`config.mk`:
```
export PLATFORM = sky130hd
export DESIGN_NAME = oc8051_icache_fill_ctrl_flat
export DESIGN_NICKNAME = d
export VERILOG_FILES = /design/src/rtl/oc8051_icache_fill_ctrl_pkg.sv /design/src/rtl/oc8051_icache_fill_ctrl_if.sv /design/src/rtl/oc8051_icache_fill_ctrl_tag.sv /design/src/rtl/oc8051_icache_fill_ctrl.sv /design/src/flat_wrapper.sv
export SDC_FILE = /design/constraint.sdc
export NUM_CORES = 1
export LEC_CHECK = 0
export BUFFER_PORTS_ARGS = -buffer_cell sky130_fd_sc_hd__buf_4
export CAP_MARGIN = 20
export CORE_ASPECT_RATIO = 1.2
export CORE_UTILIZATION = 45
export DETAILED_ROUTE_END_ITERATION = 12
export PLACE_DENSITY = 0.65
export SYNTH_ARGS = -nofsm -noshare
export SYNTH_HDL_FRONTEND = slang
export SYNTH_SLANG_ARGS = --single-unit
```
`constraint.sdc`:
```
create_clock -name clk -period 4.26 [get_ports clk]
set_input_delay 0.852 -clock clk [delete_from_list [all_inputs] [get_ports clk]]
set_output_delay 0.852 -clock clk [all_outputs]
set_load 0.1 [all_outputs]
```
`src/rtl/oc8051_icache_fill_ctrl_pkg.sv`:
```
// Shared types and defaults for the oc8051 instruction-cache lookup/line-fill controller.
package oc8051_icache_fill_ctrl_pkg;

  localparam int unsigned DefAdrWidth = 7;
  localparam int unsigned DefLineBits = 2;

  typedef enum logic [1:0] {
    StIdle   = 2'd0,
    StLookup = 2'd1,
    StFill   = 2'd2,
    StResp   = 2'd3
  } state_e;

endpackage

```
`src/rtl/oc8051_icache_fill_ctrl_if.sv`:
```
// Fetch, cache-RAM and Wishbone signals of the icache fill controller.
interface oc8051_icache_fill_ctrl_if
  import oc8051_icache_fill_ctrl_pkg::*;
#(
  parameter int unsigned ADR_WIDTH = DefAdrWidth
);
  logic [15:0]          cpu_adr_i;
  logic                 cpu_stb_i;
  logic [31:0]          cpu_dat_o;
  logic                 cpu_ack_o;
  logic                 inv_i;
  logic                 busy_o;
  logic [ADR_WIDTH-1:0] ram_addr0_o;
  logic [31:0]          ram_data0_i;
  logic [ADR_WIDTH-1:0] ram_addr1_o;
  logic [31:0]          ram_data1_o;
  logic                 ram_wr1_o;
  logic [15:0]          wbm_adr_o;
  logic                 wbm_cyc_o;
  logic                 wbm_stb_o;
  logic [31:0]          wbm_dat_i;
  logic                 wbm_ack_i;

  modport master (
    input  cpu_adr_i, cpu_stb_i, inv_i, ram_data0_i, wbm_dat_i, wbm_ack_i,
    output cpu_dat_o, cpu_ack_o, busy_o, ram_addr0_o, ram_addr1_o, ram_data1_o, ram_wr1_o,
           wbm_adr_o, wbm_cyc_o, wbm_stb_o
  );

  modport slave (
    output cpu_adr_i, cpu_stb_i, inv_i, ram_data0_i, wbm_dat_i, wbm_ack_i,
    input  cpu_dat_o, cpu_ack_o, busy_o, ram_addr0_o, ram_addr1_o, ram_data1_o, ram_wr1_o,
           wbm_adr_o, wbm_cyc_o, wbm_stb_o
  );

endinterface

```
`src/rtl/oc8051_icache_fill_ctrl_tag.sv`:
```
// Tag/valid array: one entry per cache line, combinational read, write on fill, clear-all.
module oc8051_icache_fill_ctrl_tag
  import oc8051_icache_fill_ctrl_pkg::*;
#(
  parameter int unsigned TAG_W  = 14 - DefAdrWidth,
  parameter int unsigned LINE_W = DefAdrWidth - DefLineBits
) (
  input  logic              clk,
  input  logic              rst,
  input  logic [LINE_W-1:0] line,
  input  logic              wr_en,
  input  logic [TAG_W-1:0]  wr_tag,
  input  logic              clr,
  output logic              rd_valid,
  output logic [TAG_W-1:0]  rd_tag
);
  localparam int unsigned Lines = 2 ** LINE_W;

  logic [Lines-1:0] valid_q;
  logic [TAG_W-1:0] tag_q [Lines];

  always_ff @(posedge clk or negedge rst) begin
    if (!rst) begin
      valid_q <= '0;
    end else if (clr) begin
      valid_q <= '0;
    end else if (wr_en) begin
      valid_q[line] <= 1'b1;
    end
  end

  // Tags need no reset: an entry is only trusted once its valid bit is set.
  always_ff @(posedge clk) begin
    if (wr_en) begin
      tag_q[line] <= wr_tag;
    end
  end

  assign rd_valid = valid_q[line];
  assign rd_tag   = tag_q[line];

endmodule

```
`src/rtl/oc8051_icache_fill_ctrl.sv`:
```
// Icache lookup/line-fill controller: serves hits from RAM port 0, fills misses over Wishbone.
module oc8051_icache_fill_ctrl
  import oc8051_icache_fill_ctrl_pkg::*;
#(
  parameter int unsigned ADR_WIDTH = DefAdrWidth,
  parameter int unsigned LINE_BITS = DefLineBits
) (
  input logic                       clk,
  input logic                       rst,
  oc8051_icache_fill_ctrl_if.master bus
);
  localparam int unsigned TagW  = 14 - ADR_WIDTH;
  localparam int unsigned LineW = ADR_WIDTH - LINE_BITS;

  state_e               state_q;
  logic [TagW-1:0]      tag_q;
  logic [LineW-1:0]     line_q;
  logic [LINE_BITS-1:0] off_q;
  logic [LINE_BITS-1:0] cnt_q;
  logic [31:0]          crit_q;
  logic                 inv_pend_q;

  logic            in_idle, in_lookup, in_fill, in_resp;
  logic            hit, beat, last_beat, clr_all;
  logic            rd_valid;
  logic [TagW-1:0] rd_tag;
  logic            unused_adr_lsb;

  assign in_idle   = (state_q == StIdle);
  assign in_lookup = (state_q == StLookup);
  assign in_fill   = (state_q == StFill);
  assign in_resp   = (state_q == StResp);

  assign hit       = rd_valid && (rd_tag == tag_q);
  assign beat      = in_fill && bus.wbm_ack_i;
  assign last_beat = beat && (&cnt_q);
  // A pending invalidate is honoured in IDLE before any new fetch is accepted.
  assign clr_all   = in_idle && (bus.inv_i || inv_pend_q);

  oc8051_icache_fill_ctrl_tag #(
    .TAG_W  (TagW),
    .LINE_W (LineW)
  ) u_tag (
    .clk      (clk),
    .rst      (rst),
    .line     (line_q),
    .wr_en    (last_beat),
    .wr_tag   (tag_q),
    .clr      (clr_all),
    .rd_valid (rd_valid),
    .rd_tag   (rd_tag)
  );

  always_ff @(posedge clk or negedge rst) begin
    if (!rst) begin
      state_q    <= StIdle;
      tag_q      <= '0;
      line_q     <= '0;
      off_q      <= '0;
      cnt_q      <= '0;
      crit_q     <= '0;
      inv_pend_q <= 1'b0;
    end else begin
      if (bus.inv_i && !in_idle) begin
        inv_pend_q <= 1'b1;
      end
      unique case (state_q)
        StIdle: begin
          if (clr_all) begin
            inv_pend_q <= 1'b0;
          end else if (bus.cpu_stb_i) begin
            tag_q   <= bus.cpu_adr_i[15:ADR_WIDTH+2];
            line_q  <= bus.cpu_adr_i[ADR_WIDTH+1:LINE_BITS+2];
            off_q   <= bus.cpu_adr_i[LINE_BITS+1:2];
            state_q <= StLookup;
          end
        end
        StLookup: begin
          if (hit) begin
            state_q <= StIdle;
          end else begin
            cnt_q   <= '0;
            state_q <= StFill;
          end
        end
        StFill: begin
          if (beat) begin
            cnt_q <= cnt_q + 1'b1;
            if (cnt_q == off_q) begin
              crit_q <= bus.wbm_dat_i;
            end
            if (last_beat) begin
              state_q <= StResp;
            end
          end
        end
        StResp: begin
          state_q <= StIdle;
        end
      endcase
    end
  end

  assign bus.ram_addr0_o = in_idle ? bus.cpu_adr_i[ADR_WIDTH+1:2] : {line_q, off_q};
  assign bus.cpu_ack_o   = (in_lookup && hit) || in_resp;
  assign bus.cpu_dat_o   = in_resp ? crit_q : bus.ram_data0_i;
  assign bus.busy_o      = in_fill || in_resp;

  assign bus.ram_addr1_o = {line_q, cnt_q};
  assign bus.ram_data1_o = bus.wbm_dat_i;
  assign bus.ram_wr1_o   = beat;

  assign bus.wbm_adr_o   = {tag_q, line_q, cnt_q, 2'b00};
  assign bus.wbm_cyc_o   = in_fill;
  assign bus.wbm_stb_o   = in_fill;

  assign unused_adr_lsb  = ^bus.cpu_adr_i[1:0];

endmodule
```
`src/flat_wrapper.sv`:
```
// flat-port wrapper written by rule: the top's interface ports become plain ports
module oc8051_icache_fill_ctrl_flat import oc8051_icache_fill_ctrl_pkg::*;
#(
  parameter int unsigned ADR_WIDTH = DefAdrWidth,
  parameter int unsigned LINE_BITS = DefLineBits
)
  (clk, rst, bus_cpu_adr_i, bus_cpu_stb_i, bus_inv_i, bus_ram_data0_i, bus_wbm_dat_i, bus_wbm_ack_i, bus_cpu_dat_o, bus_cpu_ack_o, bus_busy_o, bus_ram_addr0_o, bus_ram_addr1_o, bus_ram_data1_o, bus_ram_wr1_o, bus_wbm_adr_o, bus_wbm_cyc_o, bus_wbm_stb_o);
  oc8051_icache_fill_ctrl_if #(.ADR_WIDTH(ADR_WIDTH)) bus_i ();
  input logic clk;
  input logic rst;
  input wire logic [$bits(bus_i.cpu_adr_i)-1:0] bus_cpu_adr_i;
  input wire logic [$bits(bus_i.cpu_stb_i)-1:0] bus_cpu_stb_i;
  input wire logic [$bits(bus_i.inv_i)-1:0] bus_inv_i;
  input wire logic [$bits(bus_i.ram_data0_i)-1:0] bus_ram_data0_i;
  input wire logic [$bits(bus_i.wbm_dat_i)-1:0] bus_wbm_dat_i;
  input wire logic [$bits(bus_i.wbm_ack_i)-1:0] bus_wbm_ack_i;
  output wire logic [$bits(bus_i.cpu_dat_o)-1:0] bus_cpu_dat_o;
  output wire logic [$bits(bus_i.cpu_ack_o)-1:0] bus_cpu_ack_o;
  output wire logic [$bits(bus_i.busy_o)-1:0] bus_busy_o;
  output wire logic [$bits(bus_i.ram_addr0_o)-1:0] bus_ram_addr0_o;
  output wire logic [$bits(bus_i.ram_addr1_o)-1:0] bus_ram_addr1_o;
  output wire logic [$bits(bus_i.ram_data1_o)-1:0] bus_ram_data1_o;
  output wire logic [$bits(bus_i.ram_wr1_o)-1:0] bus_ram_wr1_o;
  output wire logic [$bits(bus_i.wbm_adr_o)-1:0] bus_wbm_adr_o;
  output wire logic [$bits(bus_i.wbm_cyc_o)-1:0] bus_wbm_cyc_o;
  output wire logic [$bits(bus_i.wbm_stb_o)-1:0] bus_wbm_stb_o;
  assign bus_i.cpu_adr_i = bus_cpu_adr_i;
  assign bus_i.cpu_stb_i = bus_cpu_stb_i;
  assign bus_i.inv_i = bus_inv_i;
  assign bus_i.ram_data0_i = bus_ram_data0_i;
  assign bus_i.wbm_dat_i = bus_wbm_dat_i;
  assign bus_i.wbm_ack_i = bus_wbm_ack_i;
  assign bus_cpu_dat_o = bus_i.cpu_dat_o;
  assign bus_cpu_ack_o = bus_i.cpu_ack_o;
  assign bus_busy_o = bus_i.busy_o;
  assign bus_ram_addr0_o = bus_i.ram_addr0_o;
  assign bus_ram_addr1_o = bus_i.ram_addr1_o;
  assign bus_ram_data1_o = bus_i.ram_data1_o;
  assign bus_ram_wr1_o = bus_i.ram_wr1_o;
  assign bus_wbm_adr_o = bus_i.wbm_adr_o;
  assign bus_wbm_cyc_o = bus_i.wbm_cyc_o;
  assign bus_wbm_stb_o = bus_i.wbm_stb_o;
  oc8051_icache_fill_ctrl #(.ADR_WIDTH(ADR_WIDTH), .LINE_BITS(LINE_BITS)) u_core (.clk(clk), .rst(rst), .bus(bus_i));
endmodule
```
* Word level (Yosys, flattened, before mapping) *
Memories as Yosys holds them, arrays and structs flattened.
Index checks and enable logic that the tools add are counted.
W data, S select, Z words.

cells by class
  add/subtract/negate cells = 1
  $lt $le $gt $ge = 2
  eq/ne operators = 10
  multiplexer cells = 22
  bitwise operators = 2
  reduce and logical (&&, ||, !) cells = 19

operators with widths
  cell                   count
  $mux W32               3
  $or A32 B32 Y32        1
  $mux W2                7
  $ne A2 B2 Y1 const B   5
  $reduce_and A3 Y1      3
  $pmux W2 S4            1
  $eq A7 B7 Y1           1
  $logic_and A1 B1 Y1    7
  $mux W1                7
  $mux W7                1
  $lt A5 B6 Y1 const B   1
  $bmux W1 S5            1
  $demux W1 S5           1
  $ge A5 B1 Y1 const B   1
  $eq A2 B2 Y1 const B   2
  $pmux W2 S2            1
  $reduce_and A4 Y1      1
  $reduce_bool A2 Y1     2
  $logic_or A1 B1 Y1     3
  $add A2 B1 Y2 const B  1
  $eq A2 B1 Y1 const B   1
  $eq A2 B2 Y1           1
  $logic_not A2 Y1       1
  $reduce_and A2 Y1      1
  2 further kinds        2

storage, ports and cells
  flip-flop bits (word level) = 83
  RAM bits = 224
  bits of input ports = 85
  memories kept = 1

memory list
  memory              words  bits a word  read ports  clocked after Yosys merged registers in  wr ports  RTL line                           text
  u_core.u_tag.tag_q  32     7            1           0                                        1         oc8051_icache_fill_ctrl_tag.sv:20  logic [TAG_W-1:0] tag_q [Lines];

* Depth between registers and ports, before layout *
  depth in word-level cells = 7
  depth in mapped cells = 11

* Modules after synthesis *
A second synthesis with hierarchy kept.

second synthesis, totals
  cell total of the unflattened synthesis = 856
  area, all modules = 13,010.0 µm²

by module, submodules not included
  module                       times used  cells an instance  area each (µm²)  seq. area each (µm²)
  oc8051_icache_fill_ctrl_tag  1           634                10,158.5         7,527.2
  oc8051_icache_fill_ctrl      1           222                2,851.5          1,276.2

* Worst setup path before layout *
OpenSTA, ideal clock, no wires.

  kind = register to output
  start point = register u_core.line_q[1]
  end point = output port bus_cpu_ack_o
  arrival = 3.566 ns
  data required time = 3.408 ns
  path slack = -0.158 ns
  cell stages (with the launch flop) = 12
  buffers on the path = 3
  cell sequence = dfrtp_1 > buf_2 > buf_4 > buf_2 > mux2i_1 > o22ai_1 > nor4_1 > nand2_1 > xor2_1 > nor2_1 > a41o_1 > and2_1

between the ends
  cells in the longest elaborated chain, start to end = 5

RTL lines
  item                                           RTL line                                                          text
  start: declaration                             oc8051_icache_fill_ctrl.sv:17                                     logic [LineW-1:0] line_q;
  start signal: assignment                       oc8051_icache_fill_ctrl.sv:73                                     line_q <= bus.cpu_adr_i[ADR_WIDTH+1:LINE_BITS+2];
  $mem_v2 Z32 W7 or $bmux W1 S5 (tied branches)  --
  $eq A7 B7 Y1 or $mux W1 (tied branches)        oc8051_icache_fill_ctrl.sv:34, oc8051_icache_fill_ctrl_tag.sv:39
  $logic_and A1 B1 Y1 (*)                        oc8051_icache_fill_ctrl.sv:34                                     assign hit = rd_valid && (rd_tag == tag_q);
  $logic_and A1 B1 Y1 (*)                        oc8051_icache_fill_ctrl.sv:105                                    assign bus.cpu_ack_o = (in_lookup && hit) || in_resp;
  $logic_or A1 B1 Y1 (*)                         oc8051_icache_fill_ctrl.sv:105
  end: declaration                               flat_wrapper.sv:18                                                output wire logic [$bits(bus_i.cpu_ack_o)-1:0] bus_cpu_ack_o;

Every way passes the cells marked *; elsewhere a longest branch is shown, timed or not. The select of a mux whose other input is x is not followed.

* Worst setup path in the final report *
Ends and elaborated chain as after synthesis.

==> impl_summary.md <==
Run status
The run finished, with violations left. The checks that failed: setup timing.

STA
The setup TNS is -0.0481 ns. The transition time at the pin with the least slew margin is 1.10 ns. Setup repair after global routing could not meet its margin everywhere. Setup violations remaining at the end of the flow were counted as 1.

The max-slew violation count is 0. The clock arrives with between 0.009 and 0.01 ns of skew. Of the available clock period, the critical path in the final layout requires 101%.

The shortest period the worst path allows is ~4.3 ns. Derived from the worst setup path, the maximum achievable clock frequency is around 230 MHz. The relative max-transition margin is between 20% and 30%. The number of hold violations in the final report was 0. Setup slack on the critical path of the routed design comes to -0.0481 ns.

Die
During I/O placement, the number of pins put on the boundary was ~180. The overall die width is 157 microns. The overall die area is between 20,000 and 30,000 sq um. The die span in y is approximately 190 microns.

The core area is around 28,000 sq um. The initial utilization of the core area, before any placement, comes to between 40% and 50%. In this run the core area contains 67 standard-cell rows.

Layout
In the final design database the tool counted ~1,100 nets. Once layout is complete, the cells apart from fillers number 1,407. From synthesis to final layout, the design area changed by 23.0%. Cells with a size suffix above 1 make up about two fifths of the layout.

The layout filler cell count is about 2,300. The number of diodes added for antenna fixing is 0.

Setup path
The highest fanout seen on the critical path is 11. Traced cell by cell, the critical path runs through buf_4 > buf_8 > buf_4 > mux2i_1 > o22ai_1 > nor4_1 > nand2_1 > xnor2_1 > a41o_1 > and2_4 > buf_12. The kind of cell with the highest combined delay along the critical path is simple AND/OR/NAND/NOR gates. The library cell contributing the largest single delay on the critical path is sky130_fd_sc_hd__dfrtp_4. The critical path buffer and inverter count is 4. The end of the worst register-to-register path is u_core.cnt_q[0]. The biggest cell delay along the critical path is 0.54 ns. The startpoint identified for the worst register-to-register timing path is u_core.line_q[1].

Data arrives at the worst endpoint at approximately 3.5 ns. The endpoint class of the critical path is an output pin. By instance count, the cell type seen most on the critical path is sky130_fd_sc_hd__buf_4.

The critical path in this run is classified as reg2out. Data on the critical path is required at its endpoint by around 3.4 ns. The register-to-register setup slack is 1.23 ns. STA classifies the critical path startpoint as a flop.

The logic depth of the worst register-to-register path is 11.

Clock tree
The maximum buffer depth of the clock tree is 3. Buffers inserted during clock tree synthesis total 30. The cell at the root of the clock tree is sky130_fd_sc_hd__clkbuf_16. The CTS sink count is 307. In this run the number of H-tree levels came out at 1. The clock-pin slew reported for the worst setup and hold paths after clock tree synthesis is around 0.060 ns. TritonCTS built the clock tree. The insertion delay of the later-clocked pin in the worst-skew pair is 0.55 ns.

Synth
The sequential-to-total area share from yosys stat is around two thirds. The synthesized area per cell is about 16 sq um. The Yosys step of the flow raised 0 warnings. The register bit total from synthesis is roughly 310. The gate count after technology mapping is 815.

In this run, distinct cell masters in the synthesized netlist total 41. The area of the mapped netlist is between 10,000 and 15,000 sq um.

Worst hold path
The classification of the worst-slack hold path is in2async.

GRT
For this run, the total global-route usage over all layers was measured as approximately 23%. The number of global-route vias before repair is approximately 8,000. The pin count of the biggest net entering global routing is 84. The remaining global-route overflow is 0.

The number of antenna violations at the first check in global routing is 0. The wire length of the first global-routing pass is a little under 50,000 microns.

Place
The pre-CTS setup slack is approximately 0.2 ns. The congestion estimate from routability-driven global placement came to between 0.8 and 0.9. The wire-length estimate of the detail-placed layout is around 23,000 microns. The placed cell count is 1,336. The count of buffers inserted at the top-level ports is about 180.

Power and ir drop
For this design the static power due to leakage is 6.34 nW. The power density relative to cell area is between 700 and 800 nW/um^2. The peak ir drop on the vdd network is approximately 0.46 mV.

Drt
The number of nets with antenna violations after detailed routing is 0. In the routed layout, each cell is associated on average with a via count of between 5 and 6. The initial DRC count is 680. The first-pass detailed-route iteration total is 5. After detailed routing, the average wire length per cell comes to about 24 microns. The routed design has roughly 33,000 microns of wire.

Summing over every cut layer, the via total after detailed routing is roughly 8,000. The final routed DRC violation total is 0.

Run
The number of max-cap violations is 0.
[repair_timing]
item	in CTS	in global routing
hold buffers	0	0
endpoints found under the setup margin	1	1
resized for setup	11	22
pin swaps	0	6
setup buffers	4	10
[metrics by stage]
step                total power [mW]  instance area [sq um]  util (%)  hold slack [ns]
floorplan                       7.73                  13100         -            0.454
global placement                9.06                  14700      52.2            0.465
detailed placement              9.12                  14800      52.2            0.473
CTS                             11.8                  15800      56.0            0.487
global route                    12.3                  16000      56.8            0.139
finish                          11.9                  16000      56.8            0.145
[final cells by class]
class                   instances  area, sq um  area share (%)
flip-flops and latches        307         8810            54.9
repair buffers                248         2020            12.6
inverters                       1         3.75          0.0234
clock buffers                  49          898            5.60
well taps                     379          474            2.95
clock inverters                 7         63.8           0.398
multi-input cells             416         3770            23.5
[synthesized netlist by cell type (all sizes together)]
cell type	count	area (sq um)
edfxtp	224	6730
mux2i	113	1130
mux2	86	968
dfrtp	83	2080
buf	72	500
o22ai	56	350
nor2	39	146
o21a	33	248
clkbuf	20	97.6
nand2	18	67.6
nor4	15	93.8
mux4	10	251
nand4bb	6	67.6
xor2	6	52.6
nand4b	4	53.8
or4b	4	40.0
xnor2	4	35.0
nand3	3	15.0
nor2b	3	18.8
and2	2	12.5
and3	2	12.5
nand2b	2	12.5
a31o	1	8.76
a41o	1	10.0
conb	1	3.75
ha	1	12.5
inv	1	3.75
nand4	1	6.26
o21ai	1	5.00
o21bai	1	7.51
or2	1	6.26
or4	1	7.51
[kinds of logic after synthesis]
kind of cell / Yosys count / share of synthesized area (%)
compound gates: 93 / 4.82
buf+inv: 93 / 4.61
flops: 307 / 67.5
fa+ha+maj: 1 / 0.0959
simple gates: 101 / 4.30
other cells: 1 / 0.0287
mux: 209 / 18.0
xor+xnor: 10 / 0.671
[cell usage in the layout (no fill, tap or decap), types with 3 or more instances in the layout]
cell type,Yosys,final
sky130_fd_sc_hd__buf_4,44,232
sky130_fd_sc_hd__edfxtp_1,224,224
sky130_fd_sc_hd__mux2i_1,113,109
sky130_fd_sc_hd__mux2_2,83,83
sky130_fd_sc_hd__dfrtp_1,83,80
sky130_fd_sc_hd__o22ai_1,56,50
sky130_fd_sc_hd__nor2_1,39,39
sky130_fd_sc_hd__o21a_1,33,33
sky130_fd_sc_hd__clkbuf_16,0,31
sky130_fd_sc_hd__nand2_1,18,18
sky130_fd_sc_hd__nor4_1,15,10
sky130_fd_sc_hd__clkbuf_1,16,10
sky130_fd_sc_hd__buf_12,1,9
sky130_fd_sc_hd__mux4_1,7,7
sky130_fd_sc_hd__nand4bb_1,6,6
sky130_fd_sc_hd__o22ai_2,0,6
sky130_fd_sc_hd__xor2_1,6,6
sky130_fd_sc_hd__nor4_2,0,4
sky130_fd_sc_hd__xnor2_1,4,4
sky130_fd_sc_hd__clkbuf_8,2,4
sky130_fd_sc_hd__clkbuf_4,0,4
sky130_fd_sc_hd__buf_6,3,4
sky130_fd_sc_hd__nand3_1,3,3
sky130_fd_sc_hd__nand4b_2,3,3
sky130_fd_sc_hd__or4b_1,4,3
sky130_fd_sc_hd__mux4_2,3,3
sky130_fd_sc_hd__mux2_1,3,3
sky130_fd_sc_hd__clkinv_2,0,3
[state kept, by name, summed over array words and instances, names as in the netlist, named ones only]
signal	flops
u_core.u_tag.valid_q	32
u_core.cnt_q	2
u_core.off_q	2
u_core.inv_pend_q	1
u_core.line_q	5
u_core.crit_q	32
u_core.u_tag.tag_q	224
u_core.state_q	1
u_core.tag_q	7
[metal layers]
metal | vias to the layer above | wire length, microns | global-route usage (%)
li1 | 3470 | - | -
met1 | 3909 | 13000 | 29.3
met2 | 382 | 16900 | 39.8
met3 | 59 | 2540 | 3.47
met4 | 0 | 994 | 7.54
met5 | - | 0 | 0
[worst max path at each step]
stage	slack, ns	from	endpoint	cells after the start
detailed placement	0.20	u_core.line_q[1]	bus_cpu_ack_o	10
finish	-0.05	u_core.line_q[1]	bus_cpu_ack_o	11
global placement	0.22	u_core.line_q[1]	bus_cpu_ack_o	10
floorplan	0.13	u_core.line_q[1]	bus_cpu_ack_o	11
global route	-0.07	u_core.line_q[1]	bus_cpu_ack_o	12
CTS	0.001	u_core.line_q[1]	bus_cpu_ack_o	11
[report_power, final]
group	internal, mW	total (mW)	switching, mW
logic	1.77	5.32	3.54
clock network	1.50	2.57	1.08
registers	3.80	4.03	0.229
total	7.07	11.9	4.85
Note: power is estimated with default switching activity, not from simulation.
